[src/rtl/ucsie_pkg.sv]
// Shared constants for the UCIe TX credit gate: beat layout, framing state
// encoding and default credit configuration.
package ucsie_pkg;

  localparam int DEF_DATA_W       = 256;
  localparam int DEF_CREDIT_W     = 8;
  localparam int DEF_INIT_CREDITS = 32;

  // Beat layout, LSB first: eop, sop, strb[DATA_W/8], data[DATA_W]
  localparam int BEAT_EOP_OFS  = 0;
  localparam int BEAT_SOP_OFS  = 1;
  localparam int BEAT_STRB_OFS = 2;

  function automatic int beat_w(input int data_w);
    return data_w + data_w / 8 + 2;
  endfunction

  function automatic int beat_data_ofs(input int data_w);
    return BEAT_STRB_OFS + data_w / 8;
  endfunction

  localparam int DEF_BEAT_W = beat_w(DEF_DATA_W);

  typedef enum logic {
    FR_IDLE   = 1'b0,
    FR_IN_PKT = 1'b1
  } frame_state_e;

endpackage

[src/rtl/ucsie_sync_fifo.sv]
// Generic single-clock FIFO with occupancy level and synchronous flush.
// A push while full is dropped; there is no pop-to-push bypass.
module ucsie_sync_fifo #(
  parameter int WIDTH = 8,
  parameter int DEPTH = 16,
  localparam int AW   = $clog2(DEPTH),
  localparam int LW   = AW + 1
) (
  input  logic             clk,
  input  logic             rst_n,
  input  logic             flush_i,
  input  logic             push_i,
  input  logic             pop_i,
  input  logic [WIDTH-1:0] wdata_i,
  output logic [WIDTH-1:0] rdata_o,
  output logic [LW-1:0]    level_o,
  output logic             full_o,
  output logic             empty_o
);

  logic [WIDTH-1:0] mem_q [DEPTH];
  logic [AW-1:0]    wr_ptr_q;
  logic [AW-1:0]    rd_ptr_q;
  logic [LW-1:0]    level_q;
  logic             do_push;
  logic             do_pop;

  assign full_o  = (level_q == LW'(DEPTH));
  assign empty_o = (level_q == '0);
  assign do_push = push_i && !full_o;
  assign do_pop  = pop_i && !empty_o;

  // Pointers wrap naturally because DEPTH is a power of two.
  always_ff @(posedge clk or negedge rst_n) begin
    if (!rst_n) begin
      wr_ptr_q <= '0;
      rd_ptr_q <= '0;
      level_q  <= '0;
    end else if (flush_i) begin
      wr_ptr_q <= '0;
      rd_ptr_q <= '0;
      level_q  <= '0;
    end else begin
      if (do_push) wr_ptr_q <= wr_ptr_q + 1'b1;
      if (do_pop)  rd_ptr_q <= rd_ptr_q + 1'b1;
      level_q <= level_q + LW'(do_push) - LW'(do_pop);
    end
  end

  always_ff @(posedge clk) begin
    if (do_push && !flush_i) mem_q[wr_ptr_q] <= wdata_i;
  end

  assign rdata_o = mem_q[rd_ptr_q];
  assign level_o = level_q;

endmodule

[src/rtl/ucsie_tx_credit_gate.sv]
// Credit-gated TX beat buffer in front of the UCIe adapter, with framing check and
// link-down flush. Define UCSIE_TXCR_WATCHDOG_EN to build the credit-starvation watchdog.
module ucsie_tx_credit_gate
  import ucsie_pkg::*;
#(
  parameter int DATA_W       = DEF_DATA_W,
  parameter int FIFO_DEPTH   = 16,
  parameter int CREDIT_W     = DEF_CREDIT_W,
  parameter int INIT_CREDITS = DEF_INIT_CREDITS,
  parameter int TIMEOUT_CYC  = 1024,
  localparam int STRB_W      = DATA_W / 8,
  localparam int LVL_W       = $clog2(FIFO_DEPTH) + 1
) (
  input  logic                clk,
  input  logic                rst_n,
  input  logic                in_valid,
  output logic                in_ready,
  input  logic [DATA_W-1:0]   in_data,
  input  logic [STRB_W-1:0]   in_strb,
  input  logic                in_sop,
  input  logic                in_eop,
  output logic                out_valid,
  input  logic                out_ready,
  output logic [DATA_W-1:0]   out_data,
  output logic [STRB_W-1:0]   out_strb,
  output logic                out_sop,
  output logic                out_eop,
  input  logic                link_ready,
  input  logic                crd_ret_valid,
  input  logic [CREDIT_W-1:0] crd_ret_cnt,
  output logic [CREDIT_W-1:0] credit_avail,
  output logic [LVL_W-1:0]    fifo_level,
  output logic                proto_err,
  output logic                credit_timeout
);

  localparam int BEAT_W   = beat_w(DATA_W);
  localparam int DATA_OFS = beat_data_ofs(DATA_W);
  localparam int CW1      = CREDIT_W + 1;
  localparam logic [CREDIT_W:0]   CRD_MAX  = {1'b0, {CREDIT_W{1'b1}}};
  localparam logic [CREDIT_W-1:0] INIT_CRD = CREDIT_W'(INIT_CREDITS);

  if ((FIFO_DEPTH < 2) || ((FIFO_DEPTH & (FIFO_DEPTH - 1)) != 0) ||
      (INIT_CREDITS >= (1 << CREDIT_W)) || (TIMEOUT_CYC < 1)) begin : g_param_check
    $error("ucsie_tx_credit_gate: illegal parameter set");
  end

  function automatic logic [CREDIT_W-1:0] sat_credit(input logic [CREDIT_W:0] v);
    if (v > CRD_MAX) return CRD_MAX[CREDIT_W-1:0];
    return v[CREDIT_W-1:0];
  endfunction

  logic                active_q;
  logic                link_up;
  logic                in_hs;
  logic                out_hs;
  logic [BEAT_W-1:0]   wbeat;
  logic [BEAT_W-1:0]   head;
  logic                fifo_full;
  logic                fifo_empty;
  logic [CREDIT_W-1:0] credit_q, credit_d;
  logic [CREDIT_W:0]   crd_ret_ext;
  logic [CREDIT_W:0]   crd_sum;
  logic                crd_ovf;
  logic                proto_err_q, proto_err_d;
  logic                frame_err;
  frame_state_e        state_q, state_d;

  // Holds both handshakes low while reset is asserted, whatever link_ready does.
  always_ff @(posedge clk or negedge rst_n) begin
    if (!rst_n) active_q <= 1'b0;
    else        active_q <= 1'b1;
  end

  assign link_up   = link_ready && active_q;
  assign in_ready  = link_up && !fifo_full;
  assign out_valid = link_up && !fifo_empty && (credit_q != '0);
  assign in_hs     = in_valid && in_ready;
  assign out_hs    = out_valid && out_ready;
  assign wbeat     = {in_data, in_strb, in_sop, in_eop};

  ucsie_sync_fifo #(
    .WIDTH (BEAT_W),
    .DEPTH (FIFO_DEPTH)
  ) u_fifo (
    .clk     (clk),
    .rst_n   (rst_n),
    .flush_i (!link_ready),
    .push_i  (in_hs),
    .pop_i   (out_hs),
    .wdata_i (wbeat),
    .rdata_o (head),
    .level_o (fifo_level),
    .full_o  (fifo_full),
    .empty_o (fifo_empty)
  );

  // Stale storage stays hidden: fields read as zero whenever nothing is buffered.
  assign out_data = fifo_empty ? '0 : head[DATA_OFS +: DATA_W];
  assign out_strb = fifo_empty ? '0 : head[BEAT_STRB_OFS +: STRB_W];
  assign out_sop  = fifo_empty ? 1'b0 : head[BEAT_SOP_OFS];
  assign out_eop  = fifo_empty ? 1'b0 : head[BEAT_EOP_OFS];

  always_comb begin
    crd_ret_ext = crd_ret_valid ? {1'b0, crd_ret_cnt} : '0;
    crd_sum     = {1'b0, credit_q} + crd_ret_ext - CW1'(out_hs);
    crd_ovf     = link_ready && (crd_sum > CRD_MAX);
    credit_d    = link_ready ? sat_credit(crd_sum) : INIT_CRD;
  end

  always_ff @(posedge clk or negedge rst_n) begin
    if (!rst_n) credit_q <= INIT_CRD;
    else        credit_q <= credit_d;
  end

  // Input-side framing tracker; a mis-framed beat is kept and its eop still steers.
  always_ff @(posedge clk or negedge rst_n) begin
    if (!rst_n) state_q <= FR_IDLE;
    else        state_q <= state_d;
  end

  always_comb begin
    state_d   = state_q;
    frame_err = 1'b0;
    if (!link_ready) begin
      state_d = FR_IDLE;
    end else if (in_hs) begin
      frame_err = (state_q == FR_IDLE) ? !in_sop : in_sop;
      state_d   = in_eop ? FR_IDLE : FR_IN_PKT;
    end
  end

  assign proto_err_d = proto_err_q || frame_err || crd_ovf;

  always_ff @(posedge clk or negedge rst_n) begin
    if (!rst_n) proto_err_q <= 1'b0;
    else        proto_err_q <= proto_err_d;
  end

  assign credit_avail = credit_q;
  assign proto_err    = proto_err_q;

`ifdef UCSIE_TXCR_WATCHDOG_EN
  localparam int WD_W = $clog2(TIMEOUT_CYC + 1);
  localparam logic [WD_W-1:0] WD_MAX = WD_W'(TIMEOUT_CYC);

  logic            starving;
  logic [WD_W-1:0] wd_cnt_q, wd_cnt_d;
  logic            timeout_q, timeout_d;

  assign starving = link_ready && !fifo_empty && (credit_q == '0);

  always_comb begin
    wd_cnt_d = '0;
    if (starving) wd_cnt_d = (wd_cnt_q == WD_MAX) ? wd_cnt_q : wd_cnt_q + 1'b1;
    timeout_d = link_ready && (timeout_q || (wd_cnt_d == WD_MAX));
  end

  always_ff @(posedge clk or negedge rst_n) begin
    if (!rst_n) begin
      wd_cnt_q  <= '0;
      timeout_q <= 1'b0;
    end else begin
      wd_cnt_q  <= wd_cnt_d;
      timeout_q <= timeout_d;
    end
  end

  assign credit_timeout = timeout_q;
`else
  assign credit_timeout = 1'b0;
`endif

endmodule

[config.mk]
export PLATFORM = sky130hd
export DESIGN_NAME = ucsie_tx_credit_gate
export DESIGN_NICKNAME = d
export VERILOG_FILES = /design/src/rtl/ucsie_pkg.sv /design/src/rtl/ucsie_sync_fifo.sv /design/src/rtl/ucsie_tx_credit_gate.sv
export SDC_FILE = /design/constraint.sdc
export NUM_CORES = 2
export LEC_CHECK = 0
export BUFFER_PORTS_ARGS = -buffer_cell sky130_fd_sc_hd__buf_2
export CAP_MARGIN = 20
export CORE_MARGIN = 3
export CORE_UTILIZATION = 56
export DETAILED_ROUTE_END_ITERATION = 8
export PLACE_DENSITY = 0.73
export SLEW_MARGIN = 0
export SYNTH_ARGS = -nofsm -noshare
export SYNTH_HDL_FRONTEND = slang
export SYNTH_MEMORY_MAX_BITS = 65536
export SYNTH_SLANG_ARGS = --single-unit
[constraint.sdc]
create_clock -name clk -period 12.11 [get_ports clk]
set_input_delay 1.211 -clock clk [delete_from_list [all_inputs] [get_ports clk]]
set_output_delay 1.211 -clock clk [all_outputs]
set_load 0.02 [all_outputs]
# Word-level counts from Yosys, hierarchy flattened
# Memory sizes are Yosys's and may differ from the RTL's.
# Index checks and enable logic that the tools add are counted.
[op_classes]
add_sub_neg = 6
eq_ne = 4
muxes = 22
order_cmp = 1
n_reduce_logical = 17
[op_table]
columns = ["op", "n"]
rows = [
  ["$mux 256", 1],
  ["$mux 32", 1],
  ["$mux 8", 4],
  ["$mux 4", 4],
  ["$mux 1", 11],
  ["$logic_and 1x1->1", 10],
  ["$add 8x8->9", 1],
  ["$gt 9x8->1 const B", 1],
  ["$sub 9x1->9", 1],
  ["$add 4x1->4 const B", 2],
  ["$reduce_bool 8->1", 1],
  ["$ne 2x1->1 const B", 3],
  ["$add 5x1->5", 1],
  ["$eq 5x5->1 const B", 1],
  ["$logic_not 5->1", 1],
  ["$mux 5", 1],
  ["$sub 5x1->5", 1],
  ["$logic_not 1->1", 3],
  ["$logic_or 1x1->1", 2],
]
[totals]
out_inout_bits = 307
mem_bits_rw = 4640
inputBits = 304
mem_count = 1
wordCells = 58
register_bits = 24
[mem_list]
columns = ["memory", "words", "width", "rd", "rd_clocked_by_memory_dff", "write_ports", "line_no", "text"]
rows = [
  ["u_fifo.mem_q", 16, 290, 1, 0, 1, "ucsie_sync_fifo.sv:21", "logic [WIDTH-1:0] mem_q [DEPTH];"],
]

# Logic depth before layout (Yosys ltp)
[depth]
word_depth = 10
depth_mapped = 14
depth_no_buf = 14

# By module
# From an unflattened synthesis, not the netlist that was laid out.
[hier_totals]
hier_cells = 7930
hier_area_um2 = 177340.1
[modules_own_cells]
columns = ["mod", "seq_area_each_um2", "cells_per_inst", "area_each_um2", "instances"]
rows = [
  ["ucsie_sync_fifo", 139658.9, 7489, 174411.0, 1],
  ["ucsie_tx_credit_gate", 276.5, 441, 2929.1, 1],
]

# Worst setup path after synthesis
# OpenSTA, ideal clock, no wires.
[synth_path]
path_kind = "input to register"
startpoint = "input link_ready"
endpoint = "memory u_fifo.mem_q[4][0] in the netlist's numbering (enable)"
setup_ns = 0.690
arrival_time_ns = 8.833
path_buffers = 0
path_slack_ns = 2.587
required_time_ns = 11.420
stages = 7
cell_sequence = "nand2_1 a21oi_1 nand2_1 clkinv_1 nand2_1 nor2_1 and2_1"
[synth_via]
elab_chain_cells = 7
[synth_lines]
columns = ["item", "line_no", "text"]
rows = [
  ["start: declaration", "ucsie_tx_credit_gate.sv:28", "input logic link_ready,"],
  ["$logic_and 1x1->1", "ucsie_tx_credit_gate.sv:75", "assign link_up = link_ready && active_q;"],
  ["$logic_and 1x1->1", "ucsie_tx_credit_gate.sv:76", "assign in_ready = link_up && !fifo_full;"],
  ["via in_ready", "ucsie_tx_credit_gate.sv:17", "output logic in_ready,"],
  ["$logic_and 1x1->1", "ucsie_tx_credit_gate.sv:78", "assign in_hs = in_valid && in_ready;"],
  ["$logic_and 1x1->1", "ucsie_sync_fifo.sv:30", "assign do_push = push_i && !full_o;"],
  ["$logic_and 1x1->1", "ucsie_sync_fifo.sv:51", "if (do_push && !flush_i) mem_q[wr_ptr_q] <= wdata_i;"],
  ["$mux 1", "ucsie_sync_fifo.sv:51", ""],
  ["$mux 1 (not written as such)", "ucsie_sync_fifo.sv:51", ""],
  ["end: declaration", "ucsie_sync_fifo.sv:21", ""],
]
# The timed path passes the listed nets, and every way through them passes these cells.

# Worst setup path in the final report
[layout_path]
startpoint = "register u_fifo.rd_ptr_q[0]"
endpoint = "output out_data[210]"
[layout_via]
elab_chain_cells = 2
[layout_lines]
columns = ["item", "line_no", "text"]
rows = [
  ["start: declaration", "ucsie_sync_fifo.sv:23", "logic [AW-1:0] rd_ptr_q;"],
  ["start signal: assignment", "ucsie_sync_fifo.sv:45", "if (do_pop) rd_ptr_q <= rd_ptr_q + 1'b1;"],
  ["$mem_v2 16x290", "-", ""],
  ["$mux 256", "ucsie_tx_credit_gate.sv:99", "assign out_data = fifo_empty ? '0 : head[DATA_OFS +: DATA_W];"],
  ["end: declaration", "ucsie_tx_credit_gate.sv:24", "output logic [DATA_W-1:0] out_data,"],
]
# No other way between the ends.

==> results_dict.tcl <==
set metrics [dict create \
    drtAntennaViolNets 0 \
    finalWorstSetupSlack_ns 5.06 \
    cp_max_fo 58 \
    fillCellCount 20600 \
    area_delta_synth_final_pct 12.4 \
    critical_path_class "reg2out" \
    htree_num_levels 5 \
    synth.distinct_cells 44 \
    max_freq_mhz 142 \
    fp.dieW_um 572 \
    layout-drive-gt1-share_pct 28.8 \
    cts-root-buf "clkbuf_16" \
    synth_area_leaders "edfxtp_1 78%, mux4_2 14%, mux2i_1 2.0%, mux2_1 0.78%, mux2_2 0.71%" \
    grt_setup_unrepaired "no" \
    grt_max_degree 183 \
    seqCellArea_um2 140000 \
    cts_resized 0 \
    synth_flop_cell "edfxtp_1" \
    vias 84800 \
    synth_area_um2 179000 \
    place_congestion 0.772 \
    ys_async_sr_fraction_pct 0.515 \
    drt_iter0_markers 9897 \
    maxSlewViolCount 0 \
    portBuffers 609 \
    viasPerCell 6.42 \
    slew_headroom_pct 20.7 \
    drc 0 \
    path_clk_slew_ns 0.07 \
    leakagePower_nw 61.8 \
    final_area_um2 201000 \
    hold_buffers 0 \
    numCtsBuffers 446 \
    place_ws_ns 6.00 \
    worst_slew_pin_slew_ns 1.19 \
    crit_arrival_ns 5.84 \
    setup_viol 0 \
    synth_fp_nets 8178 \
    synth_edf_count 4640 \
    clock-sinks 4664 \
    vdd_drop_max_mv 0.168 \
    cp_slowest_cell "buf_4" \
    finClkSkew_ns 0.0870 \
    status "finished clean" \
    ys_seq_area_share_pct 78.1 \
    final_nets 8934 \
    avgSynthCellArea_um2 22.8 \
    placed_cell_area_um2 187000 \
    worstPathRequired_ns 10.90 \
    cts_tree "done" \
    grt_pass1_wl_mm 607 \
    grt_pass1_vias 86800 \
    wire_per_inst_um 31.7 \
    ys_warn_count 0 \
    fp-row-count 207 \
    cts.path.max_buffers 4 \
    grt.overflow.total 0 \
    synthesis.instances 7845 \
    clk_latency_ns 0.98 \
    min_period_ns 7.05 \
    finalWirelength_mm 419 \
    synth_top_area_share_pct 77.8 \
    die_y_um 572 \
    num_io_pins 611 \
    critPathMaxStageDelay_ns 0.89 \
    maxCapViolations 0 \
    power_density_nw_per_um2 178 \
    grt_usage_pct 25.6 \
    first_pass_iters 5 \
    end_kind "primary output" \
    fin_tns_setup_ns 0 \
    path_cells "buf_4 -> buf_4 -> buf_4 -> mux2_2 -> a21boi_1 -> o21ai_0 -> nand3_1 -> o21ai_1 -> buf_2" \
    start_util_pct 56.3 \
    hold_path.class "in2async" \
    postCtsSetupRepairBufs 0 \
    crit_top_cell "buf_4" \
    core_um2 318000 \
    worst_setup_path_start_kind "flip-flop" \
    final_hold_viol_count 0 \
    multi_input_area_um2 37300 \
    dp_hpwl_mm 210 \
    dieArea_um2 327000 \
    ys_seq_elements 4664 \
    yosysTopAreaCell "edfxtp_1" \
    fin_crit_sh_pct 58.2 \
    antenna_found_initial 142 \
]
==> power breakdown <==
part / internal, mW / switching [mW]
Clock: 7.67 / 5.88
Sequential: 17.9 / 0.0547
Combinational: 1.47 / 2.92
Total: 27.0 / 8.86
==> layer usage <==
layer | share of wire [%] | track usage (%) | vias to the layer above | wire length [um]
met3 | 9.1 | 6.28 | 733 | 38100
met4 | 3.1 | 8.39 | 70 | 13000
met5 | 0.11 | 0 | - | 450
met2 | 49 | 40.1 | 3991 | 204000
met1 | 39 | 36.0 | 45300 | 164000
li1 | - | - | 34700 | -
==> state kept, by name, indices dropped and copies added (netlist names) <==
signal           flops
active_q             1
credit_avail         8
proto_err            1
state_q              1
u_fifo.level_o       5
u_fifo.mem_q      4640
u_fifo.rd_ptr_q      4
u_fifo.wr_ptr_q      4
==> metrics by stage <==
step | util, % | hold slack (ns) | cells | power (mW)
CTS | 63.2 | 0.196 | 13200 | 36.1
global route | 63.3 | 0.253 | 13200 | 37.0
floorplan | - | 0.499 | 7845 | 20.9
global placement | 58.7 | 0.515 | 12300 | 22.6
finish | 63.3 | 0.253 | 13200 | 35.9
detailed placement | 58.7 | 0.570 | 12300 | 22.7
==> layout make-up <==
type	count	area share, %
sequential	4664	69.5
multi-input combinational	2724	18.5
clock buffer	549	5.78
tap	4180	2.60
timing repair buffer	733	2.20
clock inverter	273	1.28
antenna	58	0.0720
inverter	32	0.0596
==> worst max-delay path, delay by kind of cell (launching register included) <==
| family | cells | cell delay [ns] |
|---|---|---|
| buffers and inverters | 4 | 2.75 |
| flip-flops | 1 | 0.88 |
| AO/OA/AOI/OAI | 3 | 0.48 |
| multiplexers | 1 | 0.42 |
| AND/OR/NAND/NOR | 1 | 0.14 |
==> Yosys cell counts (3+ instances only) <==
library cell / instances
a211oi_1: 4
nor4_1: 3
nand2_1: 19
buf_2: 153
edfxtp_1: 4640
a21boi_1: 115
a21oi_1: 125
mux2_2: 113
nor2_1: 7
clkbuf_1: 218
mux2_1: 124
a21o_1: 5
nor3_1: 3
nor2b_1: 176
a22oi_1: 118
and2_1: 24
ha_1: 27
dfrtp_1: 23
o21ai_0: 129
mux2i_1: 357
o21ai_1: 116
mux4_2: 1096
buf_1: 35
nand3_1: 121
xor2_1: 9
inv_1: 31
a21boi_0: 8
buf_4: 18
xnor2_1: 4
==> placed cells by master (no fill, tap or decap), drive strengths merged, types with 4 or more instances in the layout <==
cell         n
a211oi       4
a21boi     123
a21o         5
a21oi      125
a22oi      118
and2        24
buf        733
bufinv      39
clkbuf     549
clkinv     213
clkinvlp     8
dfrtp       23
diode       58
edfxtp    4640
ha          27
inv         45
mux2       237
mux2i      357
mux4      1096
nand2       19
nand3      121
nor2         7
nor2b      176
o21ai      245
xnor2        4
xor2         9
==> worst paths after layout <==
path	start	end	slack [ns]	cells after the start
worst max-delay path	u_fifo.rd_ptr_q[0]$_DFFE_PN0P_	out_data[210]	5.06	9
worst min-delay path	rst_n	credit_avail[3]$_DFF_PN0_	0.25	1
worst max register to register	u_fifo.level_o[0]$_DFF_PN0_	proto_err$_DFF_PN0_	6.64	14
worst min register to register	state_q$_DFFE_PN0P_	state_q$_DFFE_PN0P_	0.58	2
max in group asynchronous	rst_n	u_fifo.rd_ptr_q[2]$_DFFE_PN0P_	11.24	1
min in group clk	state_q$_DFFE_PN0P_	state_q$_DFFE_PN0P_	0.58	2
==> logic make-up after synthesis <==
group                    Yosys count  share of synthesized area [%]
adder cells (fa/ha/maj)           29                          0.211
XOR/XNOR                          13                         0.0635
other                              2                        0.00419
multiplexers                    1690                           17.3
buffers and inverters            457                           1.11
AND/OR/NAND/NOR                  364                           1.15
AO/OA/AOI/OAI                    626                           2.11
flip-flops                      4664                           78.1
Note: power is estimated with default switching activity, not from simulation.
